$ cat src/rtl/equiv_pkg.sv
// equiv_pkg
// Shared definitions for the equivalence sweeper: FSM state encoding,
// default stimulus width and settle time, and the settle counter width.
// No ports; imported by equiv_sweeper and settle_timer.
package equiv_pkg;

  // Sweeper control states
  typedef enum logic [1:0] {
    ST_IDLE   = 2'd0,
    ST_SETTLE = 2'd1,
    ST_CHECK  = 2'd2,
    ST_DONE   = 2'd3
  } state_t;

  // Default stimulus width and settle time (settle time legal range 1..255)
  localparam int DEF_VEC_W         = 4;
  localparam int DEF_SETTLE_CYCLES = 20;

  // The settle countdown is always 8 bits wide, enough for 255 cycles
  localparam int CNT_W = 8;

endpackage

$ cat src/rtl/equiv_sweeper_settle_timer.sv
// settle_timer
// 8-bit down counter used to hold each stimulus vector for a fixed number of
// cycles before the responses are sampled.
// Ports:
//   clk        system clock
//   rst        asynchronous active-high reset, clears the count to 0
//   i_load     load i_load_val into the counter (has priority over i_tick)
//   i_load_val reload value
//   i_tick     decrement by one; the count saturates at zero
//   o_zero     high when the count is zero
module settle_timer
  import equiv_pkg::*;
(
  input  logic             clk,
  input  logic             rst,
  input  logic             i_load,
  input  logic [CNT_W-1:0] i_load_val,
  input  logic             i_tick,
  output logic             o_zero
);

  logic [CNT_W-1:0] r_count;

  // Counter register: a reload wins over a tick so that leaving CHECK and
  // starting a sweep both begin a fresh settle window; ticking stops at zero
  // so an idle tick can never wrap the count around to 255.
  always_ff @(posedge clk or posedge rst) begin
    if (rst) begin
      r_count <= '0;
    end else if (i_load) begin
      r_count <= i_load_val;
    end else if (i_tick && (r_count != '0)) begin
      r_count <= r_count - 1'b1;
    end
  end

  assign o_zero = (r_count == '0);

endmodule

$ cat src/rtl/equiv_sweeper.sv
// equiv_sweeper
// Walks a stimulus vector through every value 0..2^VEC_W-1, holds each value
// for SETTLE_CYCLES clocks, then compares the reference response with the
// minterm-form and maxterm-form responses. The first disagreement stops the
// sweep and latches which form(s) disagreed and on which vector.
// Ports:
//   clk       system clock
//   rst       asynchronous active-high reset
//   start     one-cycle request to begin a sweep (ignored while busy)
//   vec_out   registered stimulus driven to both implementations
//   resp_in   bit0 reference, bit1 minterm form, bit2 maxterm form
//   busy      sweep in progress
//   done      sweep finished; held until the next accepted start or reset
//   pass      with done: every vector matched
//   fail_min  with done: reference and minterm form disagreed
//   fail_max  with done: reference and maxterm form disagreed
//   fail_vec  with done and !pass: the vector that disagreed
module equiv_sweeper
  import equiv_pkg::*;
#(
  parameter int VEC_W         = DEF_VEC_W,
  parameter int SETTLE_CYCLES = DEF_SETTLE_CYCLES
) (
  input  logic             clk,
  input  logic             rst,
  input  logic             start,
  output logic [VEC_W-1:0] vec_out,
  input  logic [2:0]       resp_in,
  output logic             busy,
  output logic             done,
  output logic             pass,
  output logic             fail_min,
  output logic             fail_max,
  output logic [VEC_W-1:0] fail_vec
);

  // SETTLE is entered with the count at SETTLE_CYCLES-1 and leaves when it
  // reaches zero, which makes the settle window exactly SETTLE_CYCLES long.
  localparam logic [CNT_W-1:0] LOAD_VAL = CNT_W'(SETTLE_CYCLES - 1);
  localparam logic [VEC_W-1:0] LAST_VEC = {VEC_W{1'b1}};

  state_t           r_state;
  logic [VEC_W-1:0] r_vec;
  logic             r_busy;
  logic             r_done;
  logic             r_pass;
  logic             r_fail_min;
  logic             r_fail_max;
  logic [VEC_W-1:0] r_fail_vec;

  logic w_min_err;
  logic w_max_err;
  logic w_err;
  logic w_accept;
  logic w_advance;
  logic w_load;
  logic w_tick;
  logic w_zero;

  // Response comparison; resp_in is only looked at during the CHECK cycle,
  // after the settle window, so it is used without a synchronizer.
  assign w_min_err = resp_in[0] ^ resp_in[1];
  assign w_max_err = resp_in[0] ^ resp_in[2];
  assign w_err     = w_min_err | w_max_err;

  // A start is honoured only from IDLE or DONE; the counter is reloaded on
  // that edge and again whenever CHECK moves on to the next vector.
  assign w_accept  = ((r_state == ST_IDLE) || (r_state == ST_DONE)) && start;
  assign w_advance = (r_state == ST_CHECK) && !w_err && (r_vec != LAST_VEC);
  assign w_load    = w_accept | w_advance;
  assign w_tick    = (r_state == ST_SETTLE);

  settle_timer u_settle_timer (
    .clk        (clk),
    .rst        (rst),
    .i_load     (w_load),
    .i_load_val (LOAD_VAL),
    .i_tick     (w_tick),
    .o_zero     (w_zero)
  );

  // Sweep controller. Every output is a register so vec_out only moves on the
  // start edge or the edge leaving CHECK, and the verdict stays frozen in DONE.
  // The all-ones vector ends the sweep instead of wrapping back to zero.
  always_ff @(posedge clk or posedge rst) begin
    if (rst) begin
      r_state    <= ST_IDLE;
      r_vec      <= '0;
      r_busy     <= 1'b0;
      r_done     <= 1'b0;
      r_pass     <= 1'b0;
      r_fail_min <= 1'b0;
      r_fail_max <= 1'b0;
      r_fail_vec <= '0;
    end else begin
      case (r_state)
        ST_IDLE, ST_DONE: begin
          if (start) begin
            r_vec      <= '0;
            r_busy     <= 1'b1;
            r_done     <= 1'b0;
            r_pass     <= 1'b0;
            r_fail_min <= 1'b0;
            r_fail_max <= 1'b0;
            r_fail_vec <= '0;
            r_state    <= ST_SETTLE;
          end
        end
        ST_SETTLE: begin
          if (w_zero) begin
            r_state <= ST_CHECK;
          end
        end
        ST_CHECK: begin
          if (w_err) begin
            r_fail_min <= w_min_err;
            r_fail_max <= w_max_err;
            r_fail_vec <= r_vec;
            r_pass     <= 1'b0;
            r_done     <= 1'b1;
            r_busy     <= 1'b0;
            r_state    <= ST_DONE;
          end else if (r_vec != LAST_VEC) begin
            r_vec   <= r_vec + 1'b1;
            r_state <= ST_SETTLE;
          end else begin
            r_pass  <= 1'b1;
            r_done  <= 1'b1;
            r_busy  <= 1'b0;
            r_state <= ST_DONE;
          end
        end
        default: begin
          r_state <= ST_IDLE;
        end
      endcase
    end
  end

  assign vec_out  = r_vec;
  assign busy     = r_busy;
  assign done     = r_done;
  assign pass     = r_pass;
  assign fail_min = r_fail_min;
  assign fail_max = r_fail_max;
  assign fail_vec = r_fail_vec;

endmodule

$ cat config.mk
export PLATFORM = sky130hd
export DESIGN_NAME = equiv_sweeper
export DESIGN_NICKNAME = d
export VERILOG_FILES = /design/src/rtl/equiv_pkg.sv /design/src/rtl/equiv_sweeper_settle_timer.sv /design/src/rtl/equiv_sweeper.sv
export SDC_FILE = /design/constraint.sdc
export NUM_CORES = 1
export LEC_CHECK = 0
export CAP_MARGIN = 20
export CORE_MARGIN = 2
export CORE_UTILIZATION = 33
export DETAILED_ROUTE_END_ITERATION = 6
export PLACE_DENSITY = 0.58
export SLEW_MARGIN = 20
export SYNTH_ARGS = -nofsm -noshare
export SYNTH_HDL_FRONTEND = slang
export SYNTH_SLANG_ARGS = --single-unit
$ cat constraint.sdc
create_clock -name clk -period 2.4 [get_ports clk]
set_input_delay 0.48 -clock clk [delete_from_list [all_inputs] [get_ports clk]]
set_output_delay 0.48 -clock clk [all_outputs]
set_load 0.1 [all_outputs]
==> flow_summary.ini, run 1 <==
[status]
status = finished clean

[timing]
fin_tns_setup_ps = 0
clock.fmax_mhz = 515
final.period_utilization_pct = 81.0
relSlewSlack_pct = 63.3
finClkSkew_ps = 1.29
setup_viol = 0
rsz0062_at_grt = false
hold_ws_ps = 499
drv_slew = 0
post-route-min-period_ps = 1940
worstMarginPinSlew_ps = 549
hold_viol = 0

[pwr]
power.switching_uw = 834
clockPowerShare_pct = 13.3
pwr_density_cell_nw_per_um2 = 1140
p_comb_share_pct = 52.5
seq_power_share_pct = 34.3
p_int_uw = 935
leakage_nw = 0.706
ir_drop_mv = 0.991
finalPower_mw = 1.77
swShare_pct = 47.1

[cells_and_area]
nNetsFinal = 161
layout_commonest_cell = dfrtp_1
drive_gt1_share_pct = 22.3
fin_area_um2 = 1560
num_antenna_cells = 0
area_growth_pct = 19.4
nFillCells = 377
mostFrequentLayoutCells = dfrtp_1, buf_4, nor2_1, nand2_1, inv_1

[routing]
vias_per_cell = 5.06
drt-wirelength-per-cell_um = 14.1
vias = 992
ant_nets = 0
wl_mm = 2.77
first_pass_iters = 4
drt-initial-drc-count = 51
drc = 0

[synth]
syn-instance-count = 127
postSynthAreaPerCell_um2 = 10.3
synth-simple-area-share_pct = 22.0
synthMuxAreaShare_pct = 3.07
syn-cell-area_um2 = 1310
ys_async_sr_fraction_pct = 100
synth_cell_type_count = 41
synthAdderAreaFrac_pct = 5.75
synth_compound_area_share_pct = 17.6
postSynthNetCount = 139
synth_xor_area_share_pct = 4.03
synth-edff-count = 0
ys.flop_type = dfrtp_1
yosysWarnings = 0
ys_ff_latch = 23
synth_top_family_by_area = simple AND/OR/NAND/NOR gates
seq_area_frac_synth_pct = 44.1

[floorplanning]
ios = 19
fp.dieArea_um2 = 4470
die_y_um = 66.9
die_w_um = 66.9
initial_core_util_pct = 34.9
placement_rows = 22
core_area_um2 = 3740

[global_routing]
antenna_found_initial = 0
globalRouteMet3Util_pct = 4.39
grt_pass1_wl_mm = 4.69
use_met1_pct = 19.7
grt-busiest-layer = met2
grt_pass1_vias = 981
grt_use_total_pct = 13.9
grt_overflow = 0
grt_max_degree = 24
grt_use_met2_pct = 21.5

[placement]
hpwl_mm = 2.10
io_buffers = 18
place.gp.congestion = 0.809
placed_cell_area_um2 = 1510

[cts]
clock_path_buffers = 2
clock_sinks = 23
cts_setup_buffers = 0
clock_latency_ps = 260
cts_hold_buf = 0
cts_max_level = 1
cts_buffers = 3
clk_pin_slew_ps = 80
post_cts_resized = 0
cts_tree = built
root_buffer = clkbuf_8

[setup_path]
worstPathRequired_ps = 2570
crit_type = reg -> reg
worst_ep_arrival_time_ps = 2120
crit_path_start_kind = flip-flop
path_max_fanout = 7
critPathCaptureType = flip-flop

[job]
drv_cap = 0

[worst_hold_path]
min_path_type = reg -> reg
==> worst max-delay path, cell delays in order (launching register included) <==
cell and delay (ps):
dfrtp_1 400, inv_1 80, ha_1 400, nor2b_1 500
a211oi_2 110, and4_1 220, nor3_1 140
==> metrics by stage <==
step	setup slack (ps)	utilization, %	cells
after floorplan	349	-	127
after global placement	339	40.4	192
after detailed placement	288	40.4	192
after CTS	469	41.6	196
after global routing	346	41.6	196
final	457	41.6	196
==> flip-flops by register name (all words and copies together), names as in the netlist <==
name / flops
pass: 1
fail_vec: 4
done: 1
vec_out: 4
busy: 1
fail_max: 1
fail_min: 1
r_state: 2
u_settle_timer.r_count: 8
==> synthesized netlist by cell type, types with 2 or more instances <==
master    count  area share [%]
dfrtp_1      23              44
a211oi_2      2             1.9
a32o_1        2             1.5
nor3_1        7             2.7
o21ai_0       2            0.77
o211ai_2      2             1.9
nand2_1      10             2.9
mux2i_1       4             3.1
inv_1         8             2.3
or3_4         2             1.7
xnor2_1       4             2.7
a21oi_1       5             1.9
a21bo_2       4             3.1
nand3_1       4             1.5
o22ai_1       2            0.96
nor2_1       12             3.5
xor2_1        2             1.3
nand4_1       3             1.4
clkbuf_1      2            0.58
ha_1          6             5.8
==> power groups by stage <==
stage | Sequential (mW) | Combinational, mW | Clock, mW
CTS | 0.606 | 0.936 | 0.253
global route | 0.619 | 1.02 | 0.267
detailed placement | 0.610 | 0.935 | 0
finish | 0.606 | 0.928 | 0.235
floorplan | 0.808 | 0.541 | 0
global placement | 0.604 | 0.920 | 0
==> worst paths after layout <==
| check | startpoint | end | slack, ps | cells past startpoint |
|---|---|---|---|---|
| max in group asynchronous | rst | vec_out[1] | 1610 | 3 |
| max | r_state[0] | vec_out[2] | 460 | 6 |
| min reg2reg | fail_vec[2] | fail_vec[2] | 500 | 1 |
| min | fail_vec[2] | fail_vec[2] | 500 | 1 |
| min in group asynchronous | rst | fail_min | 560 | 3 |
| max reg2reg | r_state[0] | vec_out[2] | 460 | 6 |
==> final cells by class <==
cell class | count | area [µm²] | area share, %
multi-input cells | 93 | 684 | 43.9
inverters | 8 | 30.0 | 1.93
flip-flops and latches | 23 | 576 | 36.9
clock buffers | 4 | 45.0 | 2.89
well taps | 48 | 60.1 | 3.86
repair buffers | 20 | 163 | 10.4
==> kinds of logic after synthesis <==
logic type | Yosys count
simple gates | 49
compound gates | 28
flops | 23
buf+inv | 11
xor+xnor | 6
fa+ha+maj | 6
mux | 4
==> per-layer routing <==
metal  routed length, µm  up-vias
met5                   0        -
met4                  18        0
met3                  94        2
met2                1290       18
met1                1370      472
li1                    -      500
(Power assumes the default switching activity.)
==> inputs of run 2 (changes only) <==
==> constraint.sdc (replaced) <==
create_clock -name clk -period 2 [get_ports clk]
set_input_delay 0.4 -clock clk [delete_from_list [all_inputs] [get_ports clk]]
set_output_delay 0.4 -clock clk [all_outputs]
set_load 0.1 [all_outputs]
==> flow_summary.ini, run 2 (synthesized netlist as in run 1, its figures left out) <==
[pwr]
p_int_mw = 1.19
clockPowerShare_pct = 13.3
finalPower_mw = 2.20
seq_power_share_pct = 32.9
ir_drop_mv = 0.887
p_comb_share_pct = 53.7
pwr_density_cell_nw_per_um2 = 1350
leakage_nw = 0.744
swShare_pct = 46.0
power.switching_mw = 1.01

[setup_path]
cp_num_buf_inv = 2
worst_ep_arrival_time_ps = 2020
cpLargestDelayFamily = compound AO/OA/AOI/OAI gates
cpPeakStageDelay_ps = 380
slowest_stage = dfrtp_1
critPathCaptureType = flip-flop
cp_cell_sequence = inv_1 > ha_1 > nor2b_1 > buf_4 > a211oi_2 > a41oi_1 > nor3_2
crit_path_start_kind = flip-flop
crit_type = reg -> reg
path_max_fanout = 6
worstPathRequired_ps = 2190

[routing]
drc = 0
drt-wirelength-per-cell_um = 13.5
vias_per_cell = 5.03
ant_nets = 0
wl_mm = 2.76
drt-initial-drc-count = 30
vias = 1026
first_pass_iters = 4

[floorplanning]
ios = 19
die_w_um = 66.9
fp.dieArea_um2 = 4470
placement_rows = 22
initial_core_util_pct = 34.9
core_area_um2 = 3740
die_y_um = 66.9

[timing]
post-route-min-period_ps = 1840
hold_viol = 0
finClkSkew_ps = 1.88
drv_slew = 0
relSlewSlack_pct = 73.9
clock.fmax_mhz = 545
hold_ws_ps = 477
setup_viol = 0
rsz0062_at_grt = false
worstMarginPinSlew_ps = 391
final.period_utilization_pct = 91.8

[cells_and_area]
top_register = u_settle_timer.r_count
num_antenna_cells = 0
area_growth_pct = 25.1
nNetsFinal = 169
layout_commonest_cell = buf_4
largest_register_ffs = 8
mostFrequentLayoutCells = buf_4, dfrtp_1, nor2_1, nand2_1, inv_1
drive_gt1_share_pct = 27.6

[cts]
root_buffer = clkbuf_8
clock_sinks = 23
cts_max_level = 1
cts_setup_buffers = 0
post_cts_resized = 0
cts_buffers = 3
clk_pin_slew_ps = 80
cts_tree = built
cts_hold_buf = 0
clock_latency_ps = 260
clock_path_buffers = 2

[placement]
io_buffers = 18
hpwl_mm = 2.11
place.gp.congestion = 0.757

[global_routing]
grt-busiest-layer = met2
antenna_found_initial = 0
grt_pass1_vias = 1035
grt_pass1_wl_mm = 4.82
grt_overflow = 0
grt_max_degree = 24
grt_use_total_pct = 14.4
grt_use_met2_pct = 22.3
globalRouteMet3Util_pct = 2.20
use_met1_pct = 20.2

[job]
drv_cap = 0

[status]
status = finished clean

[worst_hold_path]
min_path_type = in -> async
## run 2: metrics by stage
stage | instance area (µm²) | setup TNS, ps | setup WS [ps] | utilization, % | cells
detailed placement | 1590 | -27.2 | -27.2 | 42.4 | 200
finish | 1630 | 0 | 165 | 43.6 | 204
CTS | 1630 | 0 | 166 | 43.6 | 204
global route | 1630 | 0 | 43.9 | 43.6 | 204
global placement | 1590 | 0 | 26.7 | 42.4 | 200
floorplan | 1310 | 0 | 133 | - | 127
## run 2: path summary, 6_finish.rpt
kind | from | endpoint | slack, ps | depth (start not counted)
worst min register to register | busy | busy | 490 | 1
worst min-delay path | rst | vec_out[3] | 480 | 3
worst max-delay path | r_state[0] | vec_out[3] | 160 | 7
min in group clk | busy | busy | 490 | 1
worst max register to register | r_state[0] | vec_out[3] | 160 | 7
max in group asynchronous | rst | vec_out[0] | 1280 | 3
## run 2: tightest hold or removal path, stage by stage
cell and delay (ps):
clkdlybuf4s50_1 400, inv_1 50, buf_4 280
## run 2: power groups by stage
stage | Combinational [mW] | Sequential (mW) | Clock [mW]
after floorplan | 0.649 | 0.970 | 0
after global routing | 1.30 | 0.742 | 0.323
final | 1.18 | 0.724 | 0.293
after global placement | 1.17 | 0.721 | 0
after CTS | 1.19 | 0.722 | 0.299
after detailed placement | 1.19 | 0.730 | 0
## run 2: metal layers
| metal | share of wire [%] | wire (µm) |
|---|---|---|
| met2 | 46 | 1260 |
| met5 | 0 | 0 |
| met1 | 50 | 1370 |
| met3 | 3.8 | 104 |
| met4 | 0.80 | 22 |
## run 2: cell type report
| type | count | area (µm²) |
|---|---|---|
| clock buffers | 4 | 45.0 |
| well taps | 48 | 60.1 |
| repair buffers | 28 | 235 |
| inverters | 8 | 30.0 |
| multi-input cells | 93 | 684 |
| flip-flops and latches | 23 | 578 |
| fillers | 384 | 2110 |
==> inputs of run 3 (changes only) <==
--- a/config.mk
+++ b/config.mk
@@ -9,7 +9,7 @@
 export CORE_MARGIN = 2
 export CORE_UTILIZATION = 33
 export DETAILED_ROUTE_END_ITERATION = 6
-export PLACE_DENSITY = 0.58
+export PLACE_DENSITY = 0.6
 export SLEW_MARGIN = 20
 export SYNTH_ARGS = -nofsm -noshare
 export SYNTH_HDL_FRONTEND = slang
==> constraint.sdc (replaced) <==
create_clock -name clk -period 1.55 [get_ports clk]
set_input_delay 0.31 -clock clk [delete_from_list [all_inputs] [get_ports clk]]
set_output_delay 0.31 -clock clk [all_outputs]
set_load 0.1 [all_outputs]
==> flow_summary.ini, run 3 (synthesized netlist as in run 1, its figures left out) <==
[routing]
drt-initial-drc-count = 59
vias_per_cell = 5.13
vias = 1128
ant_nets = 0
first_pass_iters = 5
drc = 0
wl_mm = 3.17
drt-wirelength-per-cell_um = 14.4

[pwr]
p_int_mw = 1.92
ir_drop_mv = 1.17
p_comb_share_pct = 61.0
pwr_density_cell_nw_per_um2 = 1670
power.switching_mw = 1.50
clockPowerShare_pct = 10.9
seq_power_share_pct = 28.1
swShare_pct = 43.9
leakage_nw = 0.880

[floorplanning]
die_w_um = 66.9
fp.dieArea_um2 = 4470
die_y_um = 66.9
core_area_um2 = 3740
placement_rows = 22
initial_core_util_pct = 34.9
ios = 19

[cells_and_area]
drive_gt1_share_pct = 45.3
largest_register_ffs = 8
nNetsFinal = 185
multiInputGateArea_um2 = 817
regArea_um2 = 586
fin_area_um2 = 2060
nFillCells = 328
mostFrequentLayoutCells = buf_4, dfrtp_1, buf_12, nor2_1, nand2_1
area_growth_pct = 57.5
top_register = u_settle_timer.r_count
layout_commonest_cell = buf_4
num_antenna_cells = 0

[timing]
setup_viol = 1
fin_tns_setup_ps = -22.4
hold_viol = 0
finClkSkew_ps = 4.52
fin_ws_ps = -22.4
drv_slew = 0
final.period_utilization_pct = 101
clock.fmax_mhz = 636
rsz0062_at_grt = true
relSlewSlack_pct = 74.4
worstMarginPinSlew_ps = 382
post-route-min-period_ps = 1570

[setup_path]
rr_startpoint = r_state[0]
crit_path_start_kind = flip-flop
crit_type = reg -> reg
r2r-end = u_settle_timer.r_count[7]
slowest_stage = dfrtp_1
worstRegToRegCells = 6
cpPeakStageDelay_ps = 400
cpLargestDelayFamily = simple AND/OR/NAND/NOR gates
reg2reg_slack_ps = -20
critPathCaptureType = flip-flop
worst_ep_arrival_time_ps = 1730
worstPathRequired_ps = 1710
cp_cell_sequence = buf_6 > ha_4 > or3b_4 > nor4_4 > mux2i_1 > nor2_1
path_max_fanout = 3
cp_num_buf_inv = 1

[cts]
clock_path_buffers = 2
clk_pin_slew_ps = 80
clock_sinks = 23
root_buffer = clkbuf_8
cts_tree = built
clock_latency_ps = 260
cts_hold_buf = 0
cts_max_level = 1
cts_buffers = 3

[placement]
io_buffers = 18
hpwl_mm = 2.39
place.gp.congestion = 0.818
placed_cell_area_um2 = 1890

[job]
drv_cap = 0

[global_routing]
grt_overflow = 0
grt_max_degree = 24
antenna_found_initial = 0
grt_pass1_wl_mm = 5.35
grt_pass1_vias = 1140
grt_use_total_pct = 16.0

[worst_hold_path]
min_path_type = in -> async

[status]
violations = setup timing
status = finished, violations left
-- run 3: cell types whose count changed in the layout (fill, tap and decap cells not counted), moves of 2 or more --
cell             change
clkdlybuf4s50_1      -3
ha_4                 +4
nor3_2               +2
nor3_1               -2
ha_1                 -4
buf_12              +12
dfrtp_4              +2
o211ai_2             -2
inv_1                -4
dlygate4sd2_1        +2
inv_2                +4
o211ai_4             +2
buf_6                +3
dfrtp_1              -2
-- run 3: metrics by stage --
| step | worst slack (ps) | hold WS [ps] | total power [mW] | util (%) | cells |
|---|---|---|---|---|---|
| finish | -22.4 | 391 | 3.42 | 54.9 | 220 |
| floorplan | -18.1 | 312 | 2.20 | - | 127 |
| CTS | -16.4 | 402 | 3.36 | 53.2 | 218 |
| global placement | -336 | 515 | 2.81 | 50.4 | 212 |
| detailed placement | -380 | 535 | 2.89 | 50.4 | 212 |
| global route | -102 | 445 | 3.68 | 54.9 | 220 |
-- run 3: power by group through the flow --
stage / Clock [mW] / Combinational, mW / Sequential, mW
final: 0.372 / 2.09 / 0.962
after global routing: 0.412 / 2.28 / 0.986
after CTS: 0.383 / 2.01 / 0.961
after detailed placement: 0 / 1.92 / 0.977
after global placement: 0 / 1.85 / 0.964
after floorplan: 0 / 0.919 / 1.28
-- run 3: area by class of cell --
| class | instances | share of cell area, % |
|---|---|---|
| Clock buffer | 3 | 2.01 |
| Sequential cell | 23 | 28.5 |
| Tap cell | 48 | 2.92 |
| Timing Repair Buffer | 44 | 25.1 |
| Inverter | 8 | 1.46 |
| Clock inverter | 1 | 0.243 |
| Multi-Input combinational cell | 93 | 39.7 |
-- run 3: tightest hold or removal path, delay by kind of cell --
| kind | cells | cell delay [ps] |
|---|---|---|
| buffers and inverters | 3 | 740 |
-- run 3: repair_timing --
| action | CTS | global route |
|---|---|---|
| resized for setup | 9 | 12 |
| setup buffers | 2 | 2 |
| endpoints found under the setup margin | 18 | 22 |
| endpoints found under the hold margin | 0 | 0 |
| pin swaps | 5 | 3 |
-- run 3: worst max-delay path by stage --
stage / from / endpoint / slack (ps) / cells after the start
floorplan: u_settle_timer.r_count[0] / r_state[1] / -20 / 6
global placement: resp_in[2] / fail_vec[1] / -340 / 5
detailed placement: resp_in[1] / vec_out[3] / -380 / 5
CTS: r_state[0] / u_settle_timer.r_count[7] / -20 / 6
global route: r_state[0] / u_settle_timer.r_count[7] / -100 / 6
finish: r_state[0] / u_settle_timer.r_count[7] / -20 / 6
-- run 3: routing by layer --
metal	vias to the layer above	track usage [%]	share of wire, %
met4	0	6.12	1.1
met3	4	2.70	3.8
met2	22	25.1	48
met5	-	0	0
met1	552	21.8	47
li1	550	-	-
